$ cat config.mk
export PLATFORM = sky130hd
export DESIGN_NAME = dmem_if_fsm_flat
export DESIGN_NICKNAME = d
export VERILOG_FILES = /design/src/rtl/pipe_pkg.sv /design/src/rtl/mem_stage_if.sv /design/src/rtl/mem_stage_fsm.sv /design/src/flat_wrapper.sv
export SDC_FILE = /design/constraint.sdc
export NUM_CORES = 1
export LEC_CHECK = 0
export BUFFER_PORTS_ARGS = -buffer_cell sky130_fd_sc_hd__buf_2
export CORE_MARGIN = 1.5
export CORE_UTILIZATION = 45
export DETAILED_ROUTE_END_ITERATION = 6
export HOLD_SLACK_MARGIN = 0.06
export PLACE_DENSITY = 0.85
export SLEW_MARGIN = 10
export SYNTH_ARGS = -nofsm -noshare
export SYNTH_HDL_FRONTEND = slang
export SYNTH_SLANG_ARGS = --single-unit
export TNS_END_PERCENT = 20
$ cat constraint.sdc
create_clock -name clk -period 2.05 [get_ports clk]
set_input_delay 0.1025 -clock clk [delete_from_list [all_inputs] [get_ports clk]]
set_output_delay 0.1025 -clock clk [all_outputs]
set_load 0.03 [all_outputs]
$ cat src/rtl/pipe_pkg.sv
// pipe_pkg: shared widths, memory-stage FSM state and writeback bundle for the RV32I pipe.
package pipe_pkg;
   localparam int XLEN = 32;
   localparam int REG_W = 5;
   typedef enum logic {IDLE, BUSY} mem_state_t;
   typedef struct packed {
      logic             regwrite;
      logic [REG_W-1:0] rd;
      logic [XLEN-1:0]  val;
   } wb_t;
   localparam wb_t WB_NOP = '{regwrite: 1'b0, rd: '0, val: '0};
endpackage

$ cat src/rtl/mem_stage_if.sv
// mem_stage_if: word-wide req/ack data-memory port between mem_stage (master) and memory (slave).
interface mem_stage_if;
   import pipe_pkg::*;
   logic            dmem_req;
   logic            dmem_we;
   logic            dmem_ack;
   logic [XLEN-1:0] dmem_addr;
   logic [XLEN-1:0] dmem_wdata;
   logic [XLEN-1:0] dmem_rdata;
   modport master(output dmem_req, dmem_we, dmem_addr, dmem_wdata, input dmem_ack, dmem_rdata);
   modport slave(input dmem_req, dmem_we, dmem_addr, dmem_wdata, output dmem_ack, dmem_rdata);
endinterface

$ cat src/rtl/mem_stage_fsm.sv
// dmem_if_fsm: IDLE/BUSY req/ack sequencer holding address, data and destination rd until ack.
module dmem_if_fsm
   import pipe_pkg::*;
(
   input  logic             clk,
   input  logic             rst,
   input  logic             start,
   input  logic             is_load_in,
   input  logic [REG_W-1:0] rd_in,
   input  logic [XLEN-1:0]  addr_in,
   input  logic [XLEN-1:0]  wdata_in,
   mem_stage_if.master      dmem,
   output logic             busy,
   output logic             done,
   output logic             done_load,
   output logic [REG_W-1:0] rd
);
   mem_state_t state;
   logic       is_load;
   assign busy = state == BUSY;
   assign done = busy & dmem.dmem_ack;
   assign done_load = done & is_load;
   assign dmem.dmem_req = busy;
   assign dmem.dmem_we = busy & ~is_load;
   // an ack seen while IDLE belongs to an access killed by reset and is dropped
   always_ff @(posedge clk)
      if (!rst) begin
         state <= IDLE;
         is_load <= 1'b0;
         rd <= '0;
         dmem.dmem_addr <= '0;
         dmem.dmem_wdata <= '0;
      end else if (start) begin
         state <= BUSY;
         is_load <= is_load_in;
         rd <= rd_in;
         dmem.dmem_addr <= addr_in;
         dmem.dmem_wdata <= wdata_in;
      end else if (done)
         state <= IDLE;
endmodule

$ cat src/flat_wrapper.sv
// flat-port wrapper written by rule: the top's interface ports become plain ports
module dmem_if_fsm_flat import pipe_pkg::*;
  (clk, rst, start, is_load_in, rd_in, addr_in, wdata_in, busy, done, done_load, rd, dmem_dmem_req, dmem_dmem_we, dmem_dmem_addr, dmem_dmem_wdata, dmem_dmem_ack, dmem_dmem_rdata);
  mem_stage_if dmem_i ();
  input  logic clk;
  input  logic rst;
  input  logic start;
  input  logic is_load_in;
  input  logic [REG_W-1:0] rd_in;
  input  logic [XLEN-1:0] addr_in;
  input  logic [XLEN-1:0] wdata_in;
  output logic busy;
  output logic done;
  output logic done_load;
  output logic [REG_W-1:0] rd;
  output wire logic [$bits(dmem_i.dmem_req)-1:0] dmem_dmem_req;
  output wire logic [$bits(dmem_i.dmem_we)-1:0] dmem_dmem_we;
  output wire logic [$bits(dmem_i.dmem_addr)-1:0] dmem_dmem_addr;
  output wire logic [$bits(dmem_i.dmem_wdata)-1:0] dmem_dmem_wdata;
  input wire logic [$bits(dmem_i.dmem_ack)-1:0] dmem_dmem_ack;
  input wire logic [$bits(dmem_i.dmem_rdata)-1:0] dmem_dmem_rdata;
  assign dmem_dmem_req = dmem_i.dmem_req;
  assign dmem_dmem_we = dmem_i.dmem_we;
  assign dmem_dmem_addr = dmem_i.dmem_addr;
  assign dmem_dmem_wdata = dmem_i.dmem_wdata;
  assign dmem_i.dmem_ack = dmem_dmem_ack;
  assign dmem_i.dmem_rdata = dmem_dmem_rdata;
  dmem_if_fsm u_core (.clk(clk), .rst(rst), .start(start), .is_load_in(is_load_in), .rd_in(rd_in), .addr_in(addr_in), .wdata_in(wdata_in), .dmem(dmem_i), .busy(busy), .done(done), .done_load(done_load), .rd(rd));
endmodule
; Yosys cells after proc, flatten, opt, wreduce, memory -nomap -nowiden
; Index checks and enable logic that the tools add are counted.
[word_totals]
register_bits = 71
input_bits = 106
out_inout_bits = 74
wordCells = 12
[classes]
mux = 2
n_bitwise = 4
n_reduce_logical = 1
[op_table]
columns = operator, n
row1 = $and 1x1->1, 3
row2 = $mux 1, 2
row3 = $reduce_bool 2->1, 1
row4 = $not 1->1, 1

; Depth between registers and ports, before layout
[logic_depth]
ltp_word = 3
depth_mapped = 4
mapped_depth_nobuf = 2

; Worst setup path after synthesis
; OpenSTA, ideal clock, no wires.
[synth_timing]
path_kind = reg-to-output
startpoint = register u_core.state (netlist: u_core.busy)
endpoint = output port dmem_dmem_we
arrival_time_ns = 1.044
setup_slack_ns = 0.904
path_stages_with_launch = 2
path_buffers = 0
path_cell_list = dfxtp_1 nor2b_1
[synth_between]
elab_chain_len = 1
[synth_rtl]
columns = element, line_no
row1 = start: declaration, mem_stage_fsm.sv:18  ; mem_state_t state;
row2 = start signal: assignment, mem_stage_fsm.sv:28  ; state <= IDLE;
row3 = start signal: assignment, mem_stage_fsm.sv:34  ; state <= BUSY;
row4 = start signal: assignment, mem_stage_fsm.sv:40  ; state <= IDLE;
row5 = $and 1x1->1, mem_stage_fsm.sv:24  ; assign dmem.dmem_we = busy & ~is_load;
row6 = end: declaration, flat_wrapper.sv:17  ; output wire logic [$bits(dmem_i.dmem_we)-1:0] dmem_dmem_we;
; Every way passes these cells.

; Final worst setup path
[layout_timing]
startpoint = register u_core.state (netlist: u_core.busy)
endpoint = output port done_load
[layout_between]
elab_chain_len = 2
[layout_rtl]
columns = element, line_no
row1 = $and 1x1->1, mem_stage_fsm.sv:21  ; assign done = busy & dmem.dmem_ack;
row2 = $and 1x1->1, mem_stage_fsm.sv:22  ; assign done_load = done & is_load;
row3 = end: declaration, flat_wrapper.sv:14  ; output logic done_load;
; Every way passes these cells.

==> results.json <==
{
  "viasPerCell": 4.50,
  "maxSlewViolCount": 0,
  "setup_tns_ns": 0,
  "ys_top_cells_by_count": "72 x nor2b_1, 71 x dfxtp_1, 70 x mux2i_1",
  "synth.area.top_cells": "dfxtp_1 52%, mux2i_1 26%, nor2b_1 16%",
  "wire_per_inst_um": 13.3,
  "fin_ws_ns": 0.865,
  "required_ns": 1.95,
  "slowest_delay_ns": 0.40,
  "finClkSkew_ns": 0,
  "gp_congestion": 0.747,
  "place_inst": 440,
  "antenna_found_initial": 0,
  "die_area_mm2": 0.00657,
  "layoutNonFillerInstCount": 520,
  "die_w_um": 81.1,
  "overflow": 0,
  "first_pass_iters": 3,
  "ys_types": 10,
  "crit_family": "flip-flops",
  "syn_area_per_cell_um2": 11.8,
  "drc": 0,
  "rows": 28,
  "hp-class": "in2reg",
  "synth_warnings": 0,
  "syn_area_mm2": 0.00274,
  "synthArstFlopShare": 0,
  "post_cts_buffers": 0,
  "numCtsBuffers": 9,
  "drtIter0Drc": 70,
  "dp_slack_ns": 0.960,
  "grt_pass1_vias": 2314,
  "ctsResizeCount": 0,
  "crit_path_end_kind": "output pin",
  "period_needed_ns": 1.19,
  "grt_setup_unrepaired": "no",
  "worstMarginPinSlew_ns": 0.523,
  "grt_max_degree": 72,
  "max_cap_violations": 0,
  "vias": 2342,
  "finalHoldViolations": 0,
  "relSlewSlack": 0.651,
  "holdBufCountCts": 63,
  "routed_wl_mm": 6.93,
  "setup_viol": 0,
  "cts_buffer_depth": 2,
  "dp_hpwl_mm": 4.02,
  "power.density_mw_per_mm2": 730,
  "antennaDiodeCount": 0,
  "synth_edf_count": 0,
  "grt_pass1_wl_mm": 10.4,
  "ys_seq_area_frac": 0.518,
  "drive_gt1_frac": 0.369,
  "clock_latency_ns": 0.32,
  "synth-main-ff-cell": "dfxtp_1",
  "cts_tree": "yes",
  "peakVddDrop_uv": 561,
  "htreeDepth": 3,
  "yosysMostFrequentCell": "nor2b_1",
  "arrival_ns": 1.08,
  "cts.sinks": 71,
  "fmax_mhz": 844,
  "syn_nets": 338,
  "crit_path_max_fanout": 6,
  "yosysTopAreaCell": "dfxtp_1",
  "synth_seq_cells": 71,
  "yosysTopAreaCellShare": 0.518,
  "portBuffers": 147,
  "outcome": "finished clean",
  "area_growth_pct": 55.6,
  "fin_crit_sh": 0.578,
  "critPathKind": "reg2out",
  "die_y_um": 81.1,
  "critPathLaunchType": "flip-flop",
  "ant_nets": 0,
  "start_util": 0.466,
  "slowest_stage": "dfxtp_1",
  "crit_buf_inv": 1,
  "grt_use_total": 0.212,
  "hold_slack_ns": 0.0666,
  "path_clk_slew_ns": 0.08,
  "nNetsFinal": 546,
  "io_pins": 180,
  "core-area_mm2": 0.00589,
  "crit_path_cell_trace": "and3_1 -> buf_2",
  "cts-root-buf": "clkbuf_8",
  "leakagePower_nw": 2.17,
  "synthesis.instances": 232
}
-- sequential cells by signal, summed over array words and instances (netlist names) --
name and cells:
u_core.dmem.dmem_addr 32, u_core.dmem.dmem_wdata 32, u_core.rd 5, u_core.busy 1
u_core.is_load 1
-- cell usage in the layout, fill, tap and decap left out --
master,netlist,layout
buf_2,0,146
nor2b_1,72,72
and2_1,1,1
clkinv_4,0,1
dfxtp_1,71,71
clkbuf_1,7,1
buf_4,1,2
clkbuf_8,0,10
clkinv_2,0,2
buf_12,0,1
and3_1,1,1
o21a_1,1,1
mux2i_1,70,70
clkinvlp_4,0,2
dlygate4sd3_1,0,64
-- metrics by stage --
step / util / power, mW / cell area, µm²
global route: 0.725 / 3.26 / 4270
floorplan: - / 1.90 / 2740
CTS: 0.723 / 3.13 / 4260
detailed placement: 0.587 / 2.07 / 3450
global placement: 0.587 / 2.05 / 3450
finish: 0.725 / 3.11 / 4270
-- power breakdown --
group	internal (mW)	total, mW	switching [mW]
clock network	0.471	0.976	0.506
registers	1.46	1.50	0.0415
logic	0.293	0.634	0.341
-- worst min-delay path, cell delays in order --
cell	delay, ns
buf_2	0.08
mux2i_1	0.06
nor2b_1	0.12
-- final timing paths --
| path | startpoint | endpoint | slack, ns | depth (start not counted) |
|---|---|---|---|---|
| worst max-delay path | u_core.busy$_SDFFE_PN0P_ | done_load | 0.86 | 2 |
| worst min-delay path | wdata_in[26] | u_core.dmem.dmem_wdata[26]$_SDFFE_PN0P_ | 0.07 | 3 |
| worst max register to register | u_core.dmem.dmem_wdata[5]$_SDFFE_PN0P_ | u_core.dmem.dmem_wdata[5]$_SDFFE_PN0P_ | 1.29 | 2 |
| worst min register to register | u_core.dmem.dmem_wdata[24]$_SDFFE_PN0P_ | u_core.dmem.dmem_wdata[24]$_SDFFE_PN0P_ | 0.51 | 2 |
-- metal layers --
layer	GRT usage	up-vias	wire length (µm)
li1	-	1178	-
met1	0.204	1047	2630
met2	0.398	93	3640
met3	0.0562	24	401
met4	0.131	0	252
met5	0	-	0
-- area by class of cell --
class	instances	area [µm²]
clock buffers	11	141
clock inverters	5	33.8
fillers	434	1620
multi-input cells	145	1170
flip-flops and latches	71	1420
well taps	75	93.8
repair buffers	213	1410
-- logic make-up after synthesis --
logic type,Yosys count,share of synthesized area
AND/OR/NAND/NOR,74,0.169
flip-flops,71,0.518
multiplexers,70,0.255
buffers and inverters,16,0.0547
AO/OA/AOI/OAI,1,0.00274
No activity file was read; power rests on OpenSTA's default activity.
